### config.mk
export PLATFORM = sky130hd
export DESIGN_NAME = idu_fwd_decode_stage
export DESIGN_NICKNAME = d
export VERILOG_FILES = /design/src/rtl/idu_fwd_decode_stage.sv
export SDC_FILE = /design/constraint.sdc
export NUM_CORES = 1
export LEC_CHECK = 0
export BUFFER_PORTS_ARGS = -buffer_cell sky130_fd_sc_hd__clkbuf_2
export CORE_AREA = 2 2 175 177
export CTS_CLUSTER_SIZE = 28
export DETAILED_ROUTE_END_ITERATION = 8
export DIE_AREA = 0 0 177 179
export PLACE_DENSITY_LB_ADDON = 0.1
export SETUP_SLACK_MARGIN = 0.15
export SYNTH_ARGS = -nofsm -noshare
export SYNTH_HDL_FRONTEND = slang
export SYNTH_SLANG_ARGS = --single-unit
### constraint.sdc
create_clock -name clk -period 15.17 [get_ports clk]
set_input_delay 2.2755 -clock clk [delete_from_list [all_inputs] [get_ports clk]]
set_output_delay 2.2755 -clock clk [all_outputs]
set_load 0.02 [all_outputs]
### src/rtl/idu_fwd_decode_stage.sv
// RV32I/E decode stage: decodes one instruction, resolves operands through a
// priority-ordered forwarding network and holds the result in a valid/ready slot.
module idu_fwd_decode_stage #(
  parameter int REG_IDX_W  = 4,
  parameter int FWD_STAGES = 3,
  parameter int CNT_W      = 16
) (
  input  logic                            clk,
  input  logic                            rst,
  input  logic                            in_valid,
  output logic                            in_ready,
  input  logic [31:0]                     inst,
  input  logic [31:0]                     pc,
  output logic [REG_IDX_W-1:0]            rs1_idx,
  output logic [REG_IDX_W-1:0]            rs2_idx,
  input  logic [31:0]                     rs1_data,
  input  logic [31:0]                     rs2_data,
  input  logic [FWD_STAGES*REG_IDX_W-1:0] fwd_rd,
  input  logic [FWD_STAGES-1:0]           fwd_wen,
  input  logic [FWD_STAGES-1:0]           fwd_dvalid,
  input  logic [FWD_STAGES*32-1:0]        fwd_data,
  input  logic                            flush,
  output logic                            out_valid,
  input  logic                            out_ready,
  output logic [31:0]                     out_pc,
  output logic [31:0]                     out_src1,
  output logic [31:0]                     out_src2,
  output logic [31:0]                     out_store_data,
  output logic [31:0]                     out_imm,
  output logic [REG_IDX_W-1:0]            out_rd,
  output logic [3:0]                      out_alu_op,
  output logic                            out_reg_wen,
  output logic [2:0]                      out_mem_rd,
  output logic [1:0]                      out_mem_wr,
  output logic                            out_jump,
  output logic                            out_illegal,
  output logic [CNT_W-1:0]                stall_cnt
);

  localparam logic [6:0] OPC_OP     = 7'b0110011;
  localparam logic [6:0] OPC_OP_IMM = 7'b0010011;
  localparam logic [6:0] OPC_LOAD   = 7'b0000011;
  localparam logic [6:0] OPC_STORE  = 7'b0100011;
  localparam logic [6:0] OPC_BRANCH = 7'b1100011;
  localparam logic [6:0] OPC_JAL    = 7'b1101111;
  localparam logic [6:0] OPC_JALR   = 7'b1100111;
  localparam logic [6:0] OPC_LUI    = 7'b0110111;
  localparam logic [6:0] OPC_AUIPC  = 7'b0010111;
  localparam logic [6:0] OPC_SYSTEM = 7'b1110011;

  // Register ALU ops are {inst[30],funct3}; branch compares use the six unused codes.
  localparam logic [3:0] ALU_ADD = 4'b0000;
  localparam logic [3:0] ALU_EQ  = 4'b1001;
  localparam logic [3:0] ALU_NEQ = 4'b1010;
  localparam logic [3:0] ALU_LT  = 4'b1011;
  localparam logic [3:0] ALU_GE  = 4'b1100;
  localparam logic [3:0] ALU_LTU = 4'b1110;
  localparam logic [3:0] ALU_GEU = 4'b1111;

  typedef struct packed {
    logic [31:0]          pc;
    logic [31:0]          src1;
    logic [31:0]          src2;
    logic [31:0]          store_data;
    logic [31:0]          imm;
    logic [REG_IDX_W-1:0] rd;
    logic [3:0]           alu_op;
    logic                 reg_wen;
    logic [2:0]           mem_rd;
    logic [1:0]           mem_wr;
    logic                 jump;
    logic                 illegal;
  } bundle_t;

  // Returns {hazard, value}; the youngest (lowest-index) matching writer wins.
  function automatic logic [32:0] fwd_resolve(
    input logic [REG_IDX_W-1:0]            idx,
    input logic [31:0]                     rdata,
    input logic [FWD_STAGES*REG_IDX_W-1:0] rd_v,
    input logic [FWD_STAGES-1:0]           wen_v,
    input logic [FWD_STAGES-1:0]           dv_v,
    input logic [FWD_STAGES*32-1:0]        data_v
  );
    logic [32:0] r;
    r = {1'b0, rdata};
    for (int i = FWD_STAGES - 1; i >= 0; i--) begin
      if (wen_v[i] && (rd_v[i*REG_IDX_W +: REG_IDX_W] == idx))
        r = dv_v[i] ? {1'b0, data_v[i*32 +: 32]} : {1'b1, rdata};
    end
    if (idx == '0) r = '0;
    return r;
  endfunction

  function automatic logic [CNT_W-1:0] sat_inc(input logic [CNT_W-1:0] c);
    return (c == '1) ? c : c + 1'b1;
  endfunction

  logic [6:0]         opcode;
  logic [2:0]         funct3;
  logic signed [31:0] imm_i, imm_s, imm_b, imm_u, imm_j;
  logic [32:0]        rs1_res, rs2_res;
  logic [31:0]        rs1_val, rs2_val;
  logic               use_rs1, use_rs2, hazard, fire;
  bundle_t            dec;

  logic               vld_p1;
  bundle_t            bundle_p1;
  logic [CNT_W-1:0]   stall_cnt_p1;

  assign opcode  = inst[6:0];
  assign funct3  = inst[14:12];
  assign rs1_idx = inst[15 +: REG_IDX_W];
  assign rs2_idx = inst[20 +: REG_IDX_W];

  assign imm_i = {{20{inst[31]}}, inst[31:20]};
  assign imm_s = {{20{inst[31]}}, inst[31:25], inst[11:7]};
  assign imm_b = {{19{inst[31]}}, inst[31], inst[7], inst[30:25], inst[11:8], 1'b0};
  assign imm_u = {inst[31:12], 12'b0};
  assign imm_j = {{11{inst[31]}}, inst[31], inst[19:12], inst[20], inst[30:21], 1'b0};

  assign rs1_res = fwd_resolve(rs1_idx, rs1_data, fwd_rd, fwd_wen, fwd_dvalid, fwd_data);
  assign rs2_res = fwd_resolve(rs2_idx, rs2_data, fwd_rd, fwd_wen, fwd_dvalid, fwd_data);
  assign rs1_val = rs1_res[31:0];
  assign rs2_val = rs2_res[31:0];

  always_comb begin
    dec         = '0;
    dec.pc      = pc;
    dec.rd      = inst[7 +: REG_IDX_W];
    dec.alu_op  = ALU_ADD;
    use_rs1     = 1'b0;
    use_rs2     = 1'b0;
    case (opcode)
      OPC_OP: begin
        use_rs1 = 1'b1; use_rs2 = 1'b1;
        dec.src1 = rs1_val; dec.src2 = rs2_val;
        dec.alu_op = {inst[30], funct3}; dec.reg_wen = 1'b1;
      end
      OPC_OP_IMM: begin
        use_rs1 = 1'b1;
        dec.imm = imm_i; dec.src1 = rs1_val; dec.src2 = imm_i;
        dec.alu_op = {(funct3 == 3'b101) & inst[30], funct3}; dec.reg_wen = 1'b1;
      end
      OPC_LOAD: begin
        use_rs1 = 1'b1;
        dec.imm = imm_i; dec.src1 = rs1_val; dec.src2 = imm_i; dec.reg_wen = 1'b1;
        case (funct3)
          3'b000:  dec.mem_rd = 3'd1;
          3'b001:  dec.mem_rd = 3'd2;
          3'b010:  dec.mem_rd = 3'd3;
          3'b100:  dec.mem_rd = 3'd4;
          3'b101:  dec.mem_rd = 3'd5;
          default: dec.illegal = 1'b1;
        endcase
      end
      OPC_STORE: begin
        use_rs1 = 1'b1; use_rs2 = 1'b1;
        dec.imm = imm_s; dec.src1 = rs1_val; dec.src2 = imm_s; dec.store_data = rs2_val;
        case (funct3)
          3'b000:  dec.mem_wr = 2'd1;
          3'b001:  dec.mem_wr = 2'd2;
          3'b010:  dec.mem_wr = 2'd3;
          default: dec.illegal = 1'b1;
        endcase
      end
      OPC_BRANCH: begin
        use_rs1 = 1'b1; use_rs2 = 1'b1;
        dec.imm = imm_b; dec.src1 = rs1_val; dec.src2 = rs2_val;
        case (funct3)
          3'b001:  dec.alu_op = ALU_NEQ;
          3'b100:  dec.alu_op = ALU_LT;
          3'b101:  dec.alu_op = ALU_GE;
          3'b110:  dec.alu_op = ALU_LTU;
          3'b111:  dec.alu_op = ALU_GEU;
          default: dec.alu_op = ALU_EQ;
        endcase
      end
      OPC_JAL: begin
        dec.imm = imm_j; dec.src1 = pc; dec.src2 = imm_j;
        dec.reg_wen = 1'b1; dec.jump = 1'b1;
      end
      OPC_JALR: begin
        use_rs1 = 1'b1;
        dec.imm = imm_i; dec.src1 = rs1_val; dec.src2 = imm_i;
        dec.reg_wen = 1'b1; dec.jump = 1'b1;
      end
      OPC_LUI: begin
        dec.imm = imm_u; dec.src2 = imm_u; dec.reg_wen = 1'b1;
      end
      OPC_AUIPC: begin
        dec.imm = imm_u; dec.src1 = pc; dec.src2 = imm_u; dec.reg_wen = 1'b1;
      end
      OPC_SYSTEM: begin
        // Only CSRRW/CSRRS are recognised in the SYSTEM space.
        if (funct3 == 3'b001 || funct3 == 3'b010) begin
          use_rs1 = 1'b1;
          dec.imm = imm_i; dec.src1 = rs1_val; dec.src2 = imm_i; dec.reg_wen = 1'b1;
        end else begin
          dec.illegal = 1'b1;
        end
      end
      default: dec.illegal = 1'b1;
    endcase
    if (dec.illegal) begin
      dec.reg_wen = 1'b0;
      dec.mem_rd  = 3'd0;
      dec.mem_wr  = 2'd0;
      dec.alu_op  = ALU_ADD;
      dec.jump    = 1'b0;
    end
  end

  assign hazard   = (use_rs1 && rs1_res[32]) || (use_rs2 && rs2_res[32]);
  assign in_ready = (!vld_p1 || out_ready) && !hazard && !flush;
  assign fire     = in_valid && in_ready;

  // ---- stage p0 -> p1: output slot ----
  always_ff @(posedge clk or posedge rst) begin
    if (rst) begin
      vld_p1       <= 1'b0;
      bundle_p1    <= '0;
      stall_cnt_p1 <= '0;
    end else begin
      if (flush)          vld_p1 <= 1'b0;
      else if (fire)      vld_p1 <= 1'b1;
      else if (out_ready) vld_p1 <= 1'b0;
      if (fire) bundle_p1 <= dec;
      if (in_valid && hazard && !flush) stall_cnt_p1 <= sat_inc(stall_cnt_p1);
    end
  end

  assign out_valid      = vld_p1;
  assign out_pc         = bundle_p1.pc;
  assign out_src1       = bundle_p1.src1;
  assign out_src2       = bundle_p1.src2;
  assign out_store_data = bundle_p1.store_data;
  assign out_imm        = bundle_p1.imm;
  assign out_rd         = bundle_p1.rd;
  assign out_alu_op     = bundle_p1.alu_op;
  assign out_reg_wen    = bundle_p1.reg_wen;
  assign out_mem_rd     = bundle_p1.mem_rd;
  assign out_mem_wr     = bundle_p1.mem_wr;
  assign out_jump       = bundle_p1.jump;
  assign out_illegal    = bundle_p1.illegal;
  assign stall_cnt      = stall_cnt_p1;

endmodule
==> flow_summary.yaml, run 1 <==
drt:
  firstDrtPassIters: 5
  vias: 12000
  wl_um: 52800
  drc: 0
  vias_per_cell: 5.89
  drt_iter0_markers: 988
  ant_nets: 0
  avgRoutedWirePerCell_um: 26.0
min_path:
  holdPathStages: 1
  hold_class: "reg -> reg"
floorplanning:
  core_area_um2: 30000
  dieArea_um2: 31700
  ioPinCount: 449
  die_x_um: 177
  die_height_um: 179
  rows: 64
  start_util_pct: 38.6
cts:
  cts_sinks: 193
  cts_setup_buffers: 0
  cts_tree: "yes"
  cts_resized: 0
  ctsHoldBuffers: 0
  htreeDepth: 4
  clk_root_buffer_cell: "clkbuf_16"
  cts_buffer_depth: 2
  path_clk_slew_ps: 70
  clk_latency_ps: 450
  cts_buffers: 17
logic_synthesis:
  yosys-top-cells-count: "193 x dfrtp_1, 162 x nand2_1, 127 x mux2_2, 122 x o21ai_0, 78 x clkbuf_1"
  syn_inst: 1247
  ys_warn_count: 0
  synth_area_leaders: "dfrtp_1 42%, mux2_2 12%, o21ai_0 5.3%, nand2_1 5.2%, clkbuf_1 2.5%"
  yosysTopAreaCell: "dfrtp_1"
  postSynthAreaPerCell_um2: 9.30
  syn_nets: 1495
  synthFlopType: "dfrtp_1"
  syn-cell-area_um2: 11600
  synthDistinctLibCells: 65
  yosysTopAreaCellShare_pct: 41.6
  synth_most_common_cell: "dfrtp_1"
  ys_seq_elements: 193
  synth_edf_count: 0
  ys_seq_area_share_pct: 41.6
  synth-async-reset-ratio_pct: 100
flow_run:
  timing.max_cap.violations: 0
sta:
  fin_setup_tns_ps: 0
  slew_headroom_pct: 18.5
  rsz0062_at_grt: "no"
  finalHoldViolCount: 0
  fin_crit_ps: 6820
  drv_slew: 0
  finalSetupViolations: 0
  clock.fmax_mhz: 147
  tightestPinTransition_ps: 1220
  skew_ps: 9.51
  period_share_pct: 45.0
place:
  io_buffers: 448
  dpl_cell_area_um2: 14000
  dp_hpwl_um: 39800
  gp_congestion: 0.950
cells_and_area:
  final_cell_area_um2: 14600
  multi_input_area_um2: 6090
  layout-drive-gt1-share_pct: 39.2
  syn2layout_area_growth_pct: 25.9
  num-nets-final: 1871
  seqCellArea_um2: 4830
  fillers: 3042
worst_setup_path:
  critPathCaptureType: "output pin"
  critPathCapture: "in_ready"
  worstReg2RegEnd: "out_store_data[12]"
  crit_type: "in -> out"
  reg2regPathDepth: 6
  path_cells: "clkbuf_2 > nand4b_1 > o31ai_1 > o21ai_0 > a21oi_1 > a31o_1 > buf_4 > nor3b_1 > clkbuf_2"
  cp.required_ps: 12890
  r2r_start: "out_valid"
  reg2reg_slack_ps: 11910
  worst_setup_path_start_kind: "input port"
  critical_path.max_stage_delay_ps: 650
  crit_arrival_ps: 4550
  cpMostUsedCell: "clkbuf_2"
  crit_path_top_delay_cell: "o21ai_0"
  cp-startpoint: "inst[4]"
  path_max_fanout: 37
power:
  leakage_uw: 0.00716
  peakVddDrop_uv: 70.0
  finalPower_uw: 1260
  p_per_area_nw_per_um2: 86.2
grt:
  grt_pass1_vias: 12000
  grt_max_degree: 82
  grt_antenna_before_repair: 2
  grt_usage_pct: 33.1
  grt_first_pass_wirelength_um: 77300
  gr-total-overflow: 0
run_status:
  status: "completed"
## kinds of logic (layout without fill, tap and decap cells)
family | Yosys count | count (layout) | synth area share, %
adder cells (fa/ha/maj) | 1 | 1 | 0.108
XOR/XNOR | 34 | 34 | 2.57
buffers and inverters | 162 | 551 | 6.14
flip-flops | 193 | 193 | 41.6
AND/OR/NAND/NOR | 322 | 322 | 12.5
multiplexers | 130 | 130 | 12.6
other | 0 | 3 | 0
AO/OA/AOI/OAI | 405 | 405 | 24.4
## worst max-delay path: cells and delay by family
kind	cells	cell delay, ps
AO/OA/AOI/OAI	4	1110
AND/OR/NAND/NOR	2	420
buffers and inverters	3	710
## sequential cells by signal (all words and copies together) (netlist names)
name            count
out_imm            32
out_pc             32
out_src1           32
out_src2           32
out_store_data     32
stall_cnt          16
out_alu_op          4
out_rd              4
out_mem_rd          3
out_mem_wr          2
out_illegal         1
out_jump            1
out_reg_wen         1
out_valid           1
## metrics by stage
stage          setup slack, ps  std cells  hold WS [ps]  util, %
2_1_floorplan             7640       1247           594        -
3_3_place_gp              8380       2000           473     46.7
3_5_place_dp              8350       2000           473     46.7
4_1_cts                   8370       2032           494     48.6
5_1_grt                   8090       2034           506     48.6
6_report                  8350       2035           494     48.6
## final cells by class
cell class | instances | share of cell area [%]
antenna | 3 | 0.0514
clock buffer | 19 | 3.10
clock inverter | 13 | 0.831
inverter | 49 | 1.31
multi-input combinational | 892 | 41.7
sequential | 193 | 33.1
tap | 396 | 3.39
timing repair buffer | 470 | 16.5
## cell usage in the layout (no fill, tap or decap), drive strengths merged, types with 25 or more instances in the layout
| cell type | n |
|---|---|
| clkbuf | 467 |
| dfrtp | 193 |
| nand2 | 162 |
| mux2 | 127 |
| o21ai | 124 |
| nor2 | 57 |
| inv | 55 |
| a21oi | 35 |
| o2bb2ai | 32 |
| o22a | 30 |
| xnor2 | 28 |
| a22oi | 25 |
## power by group
group          internal (µW)  total, µW  switching [µW]
logic                   87.7        241             153
registers                539        553            13.9
clock network            239        464             225
total                    865       1260             393
## worst min path at each step
| stage | from | to | slack, ps |
|---|---|---|---|
| finish | out_src1[16] | out_src1[16] | 490 |
| CTS | stall_cnt[10] | stall_cnt[10] | 490 |
| global route | out_src1[30] | out_src1[30] | 510 |
| global placement | out_src1[9] | out_src1[9] | 470 |
| floorplan | stall_cnt[10] | stall_cnt[10] | 590 |
| detailed placement | out_src1[2] | out_src1[2] | 470 |
## layer usage
metal  global-route usage (%)  wire, µm
met5                        0         0
met4                     14.9      2200
met3                     7.00      3940
met2                     55.4     25500
met1                     41.0     21100
Power figures use the tool's default switching activity.
==> run 2, diff against run 1 <==
CORE_AREA = 2 2 174 176   (was 2 2 175 177)
DIE_AREA = 0 0 176 178   (was 0 0 177 179)
clock period = 6.1 ns   (was 15.17 ns; I/O delays follow)
==> flow_summary.yaml, run 2 (synthesis results as in run 1) <==
power:
  p_per_area_nw_per_um2: 215
  peakVddDrop_uv: 173
  leakage_uw: 0.00716
drt:
  firstDrtPassIters: 6
  drc: 0
  ant_nets: 0
  avgRoutedWirePerCell_um: 26.4
  vias: 12300
  vias_per_cell: 6.03
  wl_um: 53700
  drt_iter0_markers: 1055
sta:
  slew_headroom_pct: 18.7
  period_share_pct: 77.2
  finalSetupViolations: 0
  clock.fmax_mhz: 212
  tightestPinTransition_ps: 1220
  rsz0062_at_grt: "no"
  fin_crit_ps: 4710
  drv_slew: 0
  finalHoldViolCount: 0
  fin_setup_tns_ps: 0
  skew_ps: 12.2
floorplanning:
  die_x_um: 176
  rows: 63
  die_height_um: 178
  dieArea_um2: 31300
  ioPinCount: 449
  core_area_um2: 29400
  start_util_pct: 39.5
cells_and_area:
  final_cell_mix: "448 x clkbuf_2, 193 x dfrtp_1, 162 x nand2_1, 127 x mux2_2, 122 x o21ai_0"
  syn2layout_area_growth_pct: 26.4
  final_cell_area_um2: 14700
  final_common_cell: "clkbuf_2"
  fillers: 2939
  layout-drive-gt1-share_pct: 39.2
  num-nets-final: 1873
worst_setup_path:
  reg2reg_slack_ps: 3500
  reg2regPathDepth: 5
  worstReg2RegEnd: "out_pc[16]"
  r2r_start: "out_valid"
  critPathCaptureType: "output pin"
  crit_arrival_ps: 3790
  crit_type: "in -> out"
  worst_setup_path_start_kind: "input port"
  cp.required_ps: 5180
  path_max_fanout: 22
place:
  dpl_cell_area_um2: 14100
  io_buffers: 448
  gp_congestion: 0.925
  dp_hpwl_um: 41000
grt:
  gr-total-overflow: 0
  grt_usage_pct: 33.9
  grt_antenna_before_repair: 5
  grt_first_pass_wirelength_um: 78600
  grt_max_degree: 70
  grt_pass1_vias: 12100
cts:
  ctsHoldBuffers: 0
  clk_latency_ps: 450
  clk_root_buffer_cell: "clkbuf_16"
  cts_tree: "yes"
  cts_buffers: 17
  htreeDepth: 4
  path_clk_slew_ps: 80
  cts_setup_buffers: 0
  cts_sinks: 193
  cts_buffer_depth: 2
  cts_resized: 0
flow_run:
  timing.max_cap.violations: 0
run_status:
  status: "completed"
min_path:
  hold_class: "in -> async"
run 2: cell count changes in the layout (fill, tap and decap cells not counted), sizes merged:
cell / previous run / this run
buf: 22 / 24
clkinvlp: 1 / 3
diode: 3 / 5
clkinv: 5 / 4
inv: 55 / 54
run 2: per-layer routing:
metal  vias to the layer above  part of all wire, %  GRT usage, %
li1                       5373                    -             -
met1                      6101                   40          43.0
met2                       692                   47          56.2
met3                        96                  9.0          7.97
met4                         0                  3.3          13.3
met5                         -                    0             0
run 2: area by class of cell:
type	instances	area [µm²]	share of cell area [%]
multi-input combinational	892	6090	41.6
sequential	193	4830	33.0
timing repair buffer	472	2460	16.8
tap	390	488	3.33
clock buffer	19	443	3.02
inverter	49	188	1.28
clock inverter	13	143	0.973
antenna	5	12.5	0.0854
run 2: power breakdown:
| group | internal (µW) | switching [µW] | total (µW) |
|---|---|---|---|
| registers | 1340 | 37.9 | 1380 |
| clock network | 591 | 572 | 1160 |
| logic | 221 | 387 | 608 |
run 2: how the worst max path moves through the flow:
stage	from	end	slack, ps
6_report	inst[16]	in_ready	1390
5_1_grt	inst[16]	in_ready	1170
4_1_cts	inst[16]	in_ready	1440
3_5_place_dp	inst[16]	out_pc[0]	1420
3_3_place_gp	inst[16]	in_ready	1510
2_1_floorplan	inst[12]	in_ready	2290
run 2: critical path, stage by stage:
cell,delay [ps]
clkbuf_2,170
inv_2,50
a222oi_1,440
and3_1,840
o311ai_1,200
a31o_1,450
buf_4,310
nor3b_1,200
clkbuf_2,200
run 2: metrics by stage:
stage	utilization (%)	hold slack [ps]	power [µW]	std cells	setup slack (ps)
global placement	47.8	473	2000	1996	1510
detailed placement	47.8	473	2010	1996	1420
finish	49.8	361	3150	2033	1390
CTS	49.8	356	3160	2028	1440
floorplan	-	594	1730	1247	2290
global route	49.8	371	3260	2032	1170
==> run 3, diff against run 2 <==
CORE_AREA = 2 2 175 177   (was 2 2 174 176)
DIE_AREA = 0 0 177 179   (was 0 0 176 178)
clock period = 4.47 ns   (was 6.1 ns; I/O delays follow)
==> flow_summary.yaml, run 3 (synthesis results as in run 1) <==
cells_and_area:
  final_cell_area_um2: 14800
  final_cell_mix: "448 x clkbuf_2, 193 x dfrtp_1, 162 x nand2_1, 127 x mux2_2, 122 x o21ai_0"
  final_common_cell: "clkbuf_2"
  layout.cells.non_filler: 2043
  layout-drive-gt1-share_pct: 39.4
  fin_util_pct: 49.2
  num-nets-final: 1878
  fillers: 2935
  syn2layout_area_growth_pct: 27.2
floorplanning:
  die_height_um: 179
  dieArea_um2: 31700
  ioPinCount: 449
  rows: 64
  core_area_um2: 30000
  die_x_um: 177
  start_util_pct: 38.6
grt:
  grt_max_degree: 100
  grt_usage_pct: 32.2
  grt_antenna_before_repair: 5
  gr-total-overflow: 0
  grt_first_pass_wirelength_um: 75700
  grt_pass1_vias: 11800
sta:
  skew_ps: 17.2
  finalHoldViolCount: 0
  fin_crit_ps: 3340
  clock.fmax_mhz: 300
  tightestPinTransition_ps: 1170
  finalSetupViolations: 0
  drv_slew: 0
  slew_headroom_pct: 21.9
  fin_setup_tns_ps: 0
  period_share_pct: 74.7
  rsz0062_at_grt: "no"
cts:
  cts_setup_buffers: 0
  cts_sinks: 193
  cts_buffers: 17
  path_clk_slew_ps: 90
  cts_resized: 0
  ctsHoldBuffers: 0
  cts_tree: "yes"
  htreeDepth: 4
  clk_root_buffer_cell: "clkbuf_16"
  cts_buffer_depth: 2
  clk_latency_ps: 450
drt:
  avgRoutedWirePerCell_um: 25.3
  vias_per_cell: 5.91
  drc: 0
  wl_um: 51600
  vias: 12100
  drt_iter0_markers: 1235
  ant_nets: 0
  firstDrtPassIters: 8
worst_setup_path:
  critical_path.max_stage_delay_ps: 440
  cp.depth: 8
  critPathCaptureType: "output pin"
  cp.required_ps: 3800
  worst_setup_path_start_kind: "input port"
  path_max_fanout: 7
  crit_type: "in -> out"
  cpMostUsedCell: "clkbuf_2"
  reg2regPathDepth: 5
  crit_arrival_ps: 2670
  cpLargestDelayFamily: "compound AO/OA/AOI/OAI gates"
  path_buf_inv: 3
  crit_path_top_delay_cell: "a222oi_1"
  path_cells: "clkbuf_2 > inv_2 > a222oi_1 > and3_1 > o311ai_1 > a31o_1 > nor3b_1 > clkbuf_2"
place:
  dp_cells: 2007
  dpl_cell_area_um2: 14100
  io_buffers: 448
  gp_congestion: 0.944
  dp_hpwl_um: 39800
min_path:
  hold_class: "in -> async"
run_status:
  status: "completed"
power:
  p_per_area_nw_per_um2: 293
  leakage_uw: 0.00722
  peakVddDrop_uv: 223
  finalPower_uw: 4320
flow_run:
  timing.max_cap.violations: 0
## run 3: cell types whose count changed in the layout (fill, tap and decap cells not counted), sizes merged
cell	before	now
buf	24	29
bufinv	1	0
clkbuf	467	466
clkinv	4	8
clkinvlp	3	1
diode	5	4
## run 3: through the flow
| stage | hold slack, ps | setup slack (ps) |
|---|---|---|
| 2_1_floorplan | 594 | 1150 |
| 3_3_place_gp | 472 | 1050 |
| 3_5_place_dp | 473 | 1030 |
| 4_1_cts | 156 | 1150 |
| 5_1_grt | 170 | 1010 |
| 6_report | 167 | 1130 |
## run 3: path summary, 6_finish.rpt
check,to,start,slack (ps)
setup reg to reg,out_store_data[31],out_valid,2130
min in group clk,out_pc[2],pc[2],470
hold reg to reg,out_src1[0],out_src1[0],490
max in group asynchronous,out_imm[13],rst,3390
hold / removal,out_store_data[28],rst,170
setup / recovery,in_ready,inst[16],1130
## run 3: worst reg2reg max path, delay by kind of cell (launching register included)
family | cells | cell delay [ps]
AND/OR/NAND/NOR | 3 | 1140
AO/OA/AOI/OAI | 1 | 440
flip-flops | 1 | 410
buffers and inverters | 1 | 220
## run 3: routing by layer
metal  routed length, µm  GRT usage, %
met4                2270          14.7
met2               24600          52.7
met1               20500          40.3
met3                4280          7.46
met5                  13             0
## run 3: layout make-up
| type | count | area (µm²) | share of cell area (%) |
|---|---|---|---|
| clock buffers | 18 | 439 | 2.98 |
| well taps | 396 | 495 | 3.36 |
| clock inverters | 14 | 183 | 1.24 |
| diodes | 4 | 10.0 | 0.0678 |
| inverters | 49 | 188 | 1.27 |
| flip-flops and latches | 193 | 4830 | 32.7 |
| repair buffers | 477 | 2520 | 17.1 |
| multi-input cells | 892 | 6090 | 41.3 |
## run 3: report_power, final
| group | total [µW] | internal [µW] | switching, µW |
|---|---|---|---|
| clock | 1620 | 781 | 841 |
| sequential | 1880 | 1830 | 49.7 |
| combinational | 825 | 305 | 520 |
